$ cat src/rtl/y_exec_stage.sv
// y_exec_stage: registered execute stage between operand fetch and writeback.
// Performs AND/OR/ADD/SUB/SLT on two signed operands and delivers the result
// with carry, signed-overflow and zero flags through a head register backed
// by a single skid entry, so downstream backpressure never loses or repeats
// a result. in_ready is a pure register output (no path from out_ready).
module y_exec_stage #(
  parameter int WIDTH = 32
) (
  input  logic             clk,
  input  logic             resetn,
  input  logic             in_valid,
  output logic             in_ready,
  input  logic [WIDTH-1:0] in_a,
  input  logic [WIDTH-1:0] in_b,
  input  logic [2:0]       in_op,
  output logic             out_valid,
  input  logic             out_ready,
  output logic [WIDTH-1:0] out_z,
  output logic             out_cout,
  output logic             out_ovf,
  output logic             out_zero
);

  localparam logic [2:0] OP_AND = 3'b000;
  localparam logic [2:0] OP_OR  = 3'b001;
  localparam logic [2:0] OP_ADD = 3'b010;
  localparam logic [2:0] OP_SUB = 3'b110;
  localparam logic [2:0] OP_SLT = 3'b111;

  // One buffered result bundle (head or skid entry).
  typedef struct packed {
    logic [WIDTH-1:0] z;
    logic             cout;
    logic             ovf;
    logic             zero;
  } res_t;

  localparam res_t RES_ZERO = '{z: {WIDTH{1'b0}}, cout: 1'b0, ovf: 1'b0, zero: 1'b0};

  // Combinational ALU. SUB is formed as a + ~b + 1 so its carry reads as
  // "no borrow"; SLT reuses the subtraction sign corrected by its overflow.
  // The zero flag is taken from the freshly computed result.
  function automatic res_t alu_f(input logic [WIDTH-1:0] a,
                                 input logic [WIDTH-1:0] b,
                                 input logic [2:0]       op);
    res_t         r;
    logic [WIDTH:0] add_w;
    logic [WIDTH:0] sub_w;
    logic           add_ovf;
    logic           sub_ovf;
    add_w   = {1'b0, a} + {1'b0, b};
    sub_w   = {1'b0, a} + {1'b0, ~b} + {{WIDTH{1'b0}}, 1'b1};
    add_ovf = (a[WIDTH-1] == b[WIDTH-1]) && (add_w[WIDTH-1] != a[WIDTH-1]);
    sub_ovf = (a[WIDTH-1] != b[WIDTH-1]) && (sub_w[WIDTH-1] != a[WIDTH-1]);
    r = RES_ZERO;
    case (op)
      OP_AND: r.z = a & b;
      OP_OR:  r.z = a | b;
      OP_ADD: begin
        r.z    = add_w[WIDTH-1:0];
        r.cout = add_w[WIDTH];
        r.ovf  = add_ovf;
      end
      OP_SUB: begin
        r.z    = sub_w[WIDTH-1:0];
        r.cout = sub_w[WIDTH];
        r.ovf  = sub_ovf;
      end
      OP_SLT: r.z = {{(WIDTH-1){1'b0}}, sub_w[WIDTH-1] ^ sub_ovf};
      default: r.z = {WIDTH{1'b0}};
    endcase
    r.zero = (r.z == {WIDTH{1'b0}});
    return r;
  endfunction

  res_t head_r;
  res_t skid_r;
  logic head_valid_r;
  logic skid_valid_r;
  logic in_ready_r;

  res_t alu_s;
  res_t head_nx_s;
  res_t skid_nx_s;
  logic head_valid_nx_s;
  logic skid_valid_nx_s;
  logic push_s;
  logic pop_s;
  logic head_free_s;

  assign alu_s       = alu_f(in_a, in_b, in_op);
  assign push_s      = in_valid && in_ready_r;
  assign pop_s       = head_valid_r && out_ready;
  assign head_free_s = !head_valid_r || pop_s;

  // Next-state of head/skid: a free head refills from skid first, then from
  // the incoming op; a held head diverts the incoming op into the skid.
  always_comb begin
    head_nx_s       = head_r;
    head_valid_nx_s = head_valid_r;
    skid_nx_s       = skid_r;
    skid_valid_nx_s = skid_valid_r;
    if (head_free_s) begin
      if (skid_valid_r) begin
        head_nx_s       = skid_r;
        head_valid_nx_s = 1'b1;
        skid_valid_nx_s = 1'b0;
      end else if (push_s) begin
        head_nx_s       = alu_s;
        head_valid_nx_s = 1'b1;
      end else begin
        head_valid_nx_s = 1'b0;
      end
    end else begin
      if (push_s) begin
        skid_nx_s       = alu_s;
        skid_valid_nx_s = 1'b1;
      end else begin
        skid_valid_nx_s = skid_valid_r;
      end
    end
  end

  // State registers; in_ready is registered as "skid will be empty".
  always_ff @(posedge clk or negedge resetn) begin
    if (!resetn) begin
      head_r       <= RES_ZERO;
      skid_r       <= RES_ZERO;
      head_valid_r <= 1'b0;
      skid_valid_r <= 1'b0;
      in_ready_r   <= 1'b1;
    end else begin
      head_r       <= head_nx_s;
      skid_r       <= skid_nx_s;
      head_valid_r <= head_valid_nx_s;
      skid_valid_r <= skid_valid_nx_s;
      in_ready_r   <= !skid_valid_nx_s;
    end
  end

  assign in_ready  = in_ready_r;
  assign out_valid = head_valid_r;
  assign out_z     = head_r.z;
  assign out_cout  = head_r.cout;
  assign out_ovf   = head_r.ovf;
  assign out_zero  = head_r.zero;

endmodule

$ cat config.mk
export PLATFORM = sky130hd
export DESIGN_NAME = y_exec_stage
export DESIGN_NICKNAME = d
export VERILOG_FILES = /design/src/rtl/y_exec_stage.sv
export SDC_FILE = /design/constraint.sdc
export NUM_CORES = 1
export LEC_CHECK = 0
export ABC_CLOCK_PERIOD_IN_PS = 5050
export CAP_MARGIN = 40
export CELL_PAD_IN_SITES_DETAIL_PLACEMENT = 0
export CELL_PAD_IN_SITES_GLOBAL_PLACEMENT = 2
export CORE_ASPECT_RATIO = 1.75
export CORE_MARGIN = 2
export CORE_UTILIZATION = 36
export DETAILED_ROUTE_END_ITERATION = 12
export PLACE_DENSITY_LB_ADDON = 0.1
export SKIP_LAST_GASP = 1
export SLEW_MARGIN = 20
export SYNTH_ARGS = -nofsm -noshare
export SYNTH_HDL_FRONTEND = slang
export SYNTH_SLANG_ARGS = --single-unit
$ cat constraint.sdc
create_clock -name clk -period 5.05 [get_ports clk]
set_input_delay 0.505 -clock clk [delete_from_list [all_inputs] [get_ports clk]]
set_output_delay 0.505 -clock clk [all_outputs]
set_load 0.05 [all_outputs]
After elaboration in Yosys (flattened, before gate mapping)
Cells that the tools add are included.
{"block": "totals", "wordCells": 47, "input_bits": 71, "regBits": 73}
{"block": "classes", "muxes": 8, "n_bitwise": 5, "addsub": 3, "n_reduce_logical": 12, "eq_ne": 8}
{"operator": "case mux 32 bit (5 select lines)", "count": 1}
{"operator": "two-way mux 35 bit", "count": 2}
{"operator": "adder 32 x 32 -> 33 bit", "count": 2}
{"operator": "adder 33 x 1 -> 33 bit, second input constant", "count": 1}
{"operator": "bitwise AND 32 bit", "count": 1}
{"operator": "zero test 32 bit", "count": 1}
{"operator": "inverter 32 bit", "count": 1}
{"operator": "OR 32 bit", "count": 1}
{"operator": "== test 3 bit, second input constant", "count": 2}
{"operator": "logical AND 1 bit", "count": 4}
{"operator": "two-way mux 1 bit", "count": 4}
{"operator": "case mux 2 bit (2 select lines)", "count": 1}
{"operator": "AND reduction 2 bit", "count": 2}
{"operator": "== test 3 x 1 -> 1 bit, second input constant", "count": 1}
{"operator": "== test 3 x 2 -> 1 bit, second input constant", "count": 1}
{"operator": "zero test 3 bit", "count": 1}
{"operator": "!= test 1 bit", "count": 3}
{"operator": "zero test 1 bit", "count": 2}
{"operator": "nonzero test 2 bit", "count": 1}
{"operator": "== test 1 bit", "count": 1}
{"operator": "logical OR 1 bit", "count": 1}
{"operator": "inverter 1 bit", "count": 1}
{"operator": "bitwise XOR 1 bit", "count": 1}

Logic depth before layout (Yosys ltp)
{"block": "depth", "depth_word": 10, "depth_mapped": 24}

Least setup slack after synthesis
OpenSTA, ideal clock, no wires.
{"block": "synth_path", "kind": "input-to-reg", "from": "input port in_b[8]", "to": "register head_r, in the netlist out_zero", "path_stages": 23, "arrival_ns": 4.463, "setup_ns": 0.092, "setup_slack_ns": 0.495, "cell_sequence": "inv_1 -> ha_1 -> buf_2 -> inv_2 -> a21oi_1 -> o31ai_1 -> a221oi_1 -> o21ai_0 -> a21o_1 -> a21oi_1 -> nor2_1 -> nor2_1 -> o21bai_1 -> fa_1 -> and3_1 -> a21oi_1 -> o22ai_1 -> a311o_1 -> a2111oi_2 -> nand2_1 -> nor4_2 -> nand4_1 -> o31ai_2"}
{"block": "synth_via", "elab_chain_cells": 10}
{"element": "start: declaration", "line_no": "14", "rtl": "input logic [WIDTH-1:0] in_b,"}
{"element": "inverter 32 bit", "line_no": "52", "rtl": "sub_w = {1'b0, a} + {1'b0, ~b} + {{WIDTH{1'b0}}, 1'b1};"}
{"element": "adder 32 x 32 -> 33 bit", "line_no": "52"}
{"element": "adder 33 x 1 -> 33 bit", "line_no": "52"}
{"element": "!= test 1 bit", "line_no": "54", "rtl": "sub_ovf = (a[WIDTH-1] != b[WIDTH-1]) && (sub_w[WIDTH-1] != a[WIDTH-1]);"}
{"element": "logical AND 1 bit", "line_no": "54"}
{"element": "bitwise XOR 1 bit", "line_no": "69", "rtl": "OP_SLT: r.z = {{(WIDTH-1){1'b0}}, sub_w[WIDTH-1] ^ sub_ovf};"}
{"element": "case mux 32 bit (5 select lines) (*)", "line_no": "56", "rtl": "case (op)"}
{"element": "zero test 32 bit (*)", "line_no": "72", "rtl": "r.zero = (r.z == {WIDTH{1'b0}});"}
{"element": "two-way mux 35 bit (*)", "line_no": "108", "rtl": "end else if (push_s) begin"}
{"element": "two-way mux 35 bit (*)", "line_no": "104", "rtl": "if (skid_valid_r) begin"}
{"element": "end signal: assignment", "line_no": "133", "rtl": "head_r <= head_nx_s;"}
{"element": "end: declaration", "line_no": "76", "rtl": "res_t head_r;"}
Every way passes the cells marked *; elsewhere a longest branch is shown, timed or not. The select of a mux whose other input is x is not followed.
A chain may end at the register's enable or synchronous reset.

Worst setup path in the final report
{"block": "layout_path", "from": "input port in_a[21]", "to": "register head_r, in the netlist out_zero"}
{"block": "layout_via", "elab_chain_cells": 9}
{"element": "start: declaration", "line_no": "13", "rtl": "input logic [WIDTH-1:0] in_a,"}
{"element": "adder 32 x 32 -> 33 bit", "line_no": "52"}
{"element": "adder 33 x 1 -> 33 bit", "line_no": "52"}
{"element": "!= test 1 bit", "line_no": "54"}
{"element": "logical AND 1 bit", "line_no": "54"}
{"element": "bitwise XOR 1 bit", "line_no": "69"}
{"element": "case mux 32 bit (5 select lines) (*)", "line_no": "56"}
{"element": "zero test 32 bit (*)", "line_no": "72"}
{"element": "two-way mux 35 bit (*)", "line_no": "108"}
{"element": "two-way mux 35 bit (*)", "line_no": "104"}
Marks and branches as above.

==> results by group <==
Outcome
  – Status: complete, no violations

Floorplanning
  – Row cnt: 73
  – Effective utilization at floorplan: 36.68%
  – Die width: 119.3 µm
  – Core area: 22830 µm²
  – Die ar.: 24550 µm²
  – Die H: 205.8 µm
  – IO Count: 108

Yosys
  – Seq/Total Area, Yosys: 21.82%
  – Syn Nets: 1295
  – Post-synth top cells: 125 x nand2_1, 119 x a21oi_1, 103 x ha_1, 101 x inv_1, 101 x o21ai_0
  – Post-synthesis cell type count: 84
  – Avg Cell Area, Syn: 7.493 µm²
  – Synth top area cells: dfrtp_1 22%, ha_1 15%, a21oi_1 7.1%
  – Cell area after synthesis: 8377 µm²
  – Post-synth top area share: 21.51%
  – Ys async rst share: 100.0%
  – Yosys warns: 0
  – Post-synth EDFFs: 0
  – Mapped Cells: 1118
  – Ys flop type: dfrtp_1
  – Largest area contributor in the netlist: dfrtp_1
  – Top-count cell post-synth: nand2_1
  – Post-synthesis register bit count: 73

Route
  – Antenna Nets Post-Route: 0
  – Initial DRC count: 424
  – Uppermost layer routed: met4
  – DRC viols: 0
  – Post-Route M1 WL: 12340 µm
  – DR WL met3: 1095 µm
  – Vias: 8910
  – Vias/cell: 5.440
  – DR pass1 iterations: 5
  – Routed Wire Length: 31270 µm
  – Routed length on met2: 16120 µm
  – Avg WL per Cell: 19.09 µm

Pwr
  – Maximum VDD drop: 0.0001607 V
  – Total power: 2.940 mW
  – Pleak: 5.304 nW
  – Pwr Density: 256.8 nW/µm²

Placed design
  – Pre-CTS WS: -0.3048 ns
  – Placed cell areas: 10720 µm²
  – DP Cell Count: 1613
  – Port-buffer cells: 107
  – Post-DP HPWL: 25570 µm
  – GPL Wtd Cong: 0.9054

Clock network
  – CTS sink cnt: 73
  – Clock Tree Root: clkbuf_16
  – Skew-Pair Late Insertion Delay: 0.33 ns
  – CTS clk-pin slew, worst paths: 0.06 ns
  – # H-tree levels: 3
  – Num CTS Buffers: 9
  – CTS tree: yes
  – Longest Clk Path Bufs: 2

Global routing
  – Global-route wire length before repair: 49020 µm
  – Initial antenna violation count: 1
  – Gr ovfl total: 0
  – Pin count of the biggest net entering global routing: 65
  – Number of global-route vias before repair: 8918
  – GRT Total Usage: 25.68%

Timing
  – # setup viols final: 0
  – Rel. slew slack: 47.03%
  – RSZ-0062 raised after global routing: no
  – Post-route minimum period: 4.732 ns
  – Hold Fails Final Rpt: 0
  – Final worst slack: 0.3183 ns
  – Max Fclk: 211.3 MHz
  – Final worst clock skew: 0.005893 ns
  – Worst-Margin Slew: 0.7929 ns
  – WHS: 0.04138 ns
  – Final TNS setup: 0 ns
  – Tcrit/Tclk final: 93.70%
  – Max Slew Vio Count: 0

Setup path
  – Bufs and invs on worst path: 4
  – Critical path class: input pin to flip-flop
  – Worst Reg-to-Reg Cells: 5
  – Setup crit end kind: flip-flop
  – Max incr delay on CP: 0.47 ns
  – RR Endpoint: out_z[30]
  – Setup slack, reg-to-reg: 2.98 ns
  – Worst setup SP type: input pin
  – Delay-heaviest family, CP: simple AND/OR/NAND/NOR gates
  – RR Startpoint: skid_valid_r
  – Crit Path Max Fanout: 7
  – WP data required: 5.28 ns
  – CP max stage cell: clkdlybuf4s50_1
  – Critical Path AT: 4.96 ns

Cells and area
  – Layout cells sized above 1: 19.45%
  – Nets: 1509
  – Fin area: 11450 µm²
  – Area grow syn2layout: 36.68%
  – Final core utilization: 50.14%
  – Filler cells: 2396
  – Finished Layout Cells: 1638

Job
  – Maximum Capacitance Violations: 0

Hold path
  – HP Class: input pin to async pin
## sequential cells by signal (all words and copies together), names as in the netlist
register and flops:
out_zero 1, out_cout 1, out_valid 1, skid_valid_r 1, out_z 32, in_ready 1, skid_r 35, out_ovf 1
## what timing repair did
item	CTS	global route
gates resized for setup	0	73
endpoints found under the setup margin	0	2
buffers inserted	0	8
hold buffers	0	0
## report_power, final
part / switching [mW] / total [mW] / internal (mW)
logic: 0.929 / 1.53 / 0.599
registers: 0.0682 / 0.792 / 0.724
clock network: 0.227 / 0.620 / 0.394
## kinds of logic (layout without fill, tap and decap cells)
group,count (synthesis),in the layout,share of synthesized area (%)
buf+inv,171,390,7.976
fa+ha+maj,106,106,16.10
other cells,0,1,0
simple gates,341,341,19.10
compound gates,371,371,28.47
mux,30,30,3.719
xor+xnor,26,26,2.808
flops,73,73,21.82
## cells in the final DEF (no fill, tap or decap), drive strengths merged, types with 5 or more instances in the layout
cell	count
a211o	6
a211oi	20
a21o	11
a21oi	119
and2	8
and3	7
buf	163
clkbuf	11
clkdlybuf4s50	90
dfrtp	72
dlymetal6s2s	15
ha	103
inv	106
mux2	9
mux2i	21
nand2	125
nand2b	10
nand3	25
nand4	16
nor2	88
nor2b	11
nor3	19
nor4	15
o211ai	16
o21ai	104
o21bai	7
o221ai	5
o22ai	7
o2bb2ai	6
o31ai	16
xnor2	25
## routing by layer
metal | vias to the layer above | GRT usage (%)
li1 | 4399 | -
met1 | 4191 | 28.88
met2 | 235 | 47.39
met3 | 85 | 2.384
met4 | 0 | 13.87
met5 | - | 0
## worst max-delay path by stage
stage / end / start / cells after the start
2_1_floorplan: out_zero / in_b[8] / 23
3_3_place_gp: out_zero / in_b[1] / 24
3_5_place_dp: out_zero / in_b[1] / 24
4_1_cts: out_zero / in_b[1] / 24
5_1_grt: out_zero / in_a[20] / 25
6_report: out_zero / in_a[21] / 25
## cell type report
type	count	area, µm²	share of cell area (%)
clock buffer	11	242.7	2.120
antenna	1	2.502	0.02186
tap	300	375.4	3.278
multi-input combinational	874	6217	54.30
clock inverter	5	55.05	0.4808
inverter	106	397.9	3.475
timing repair buffer	268	2330	20.35
sequential	73	1829	15.98
(Power assumes the default switching activity.)
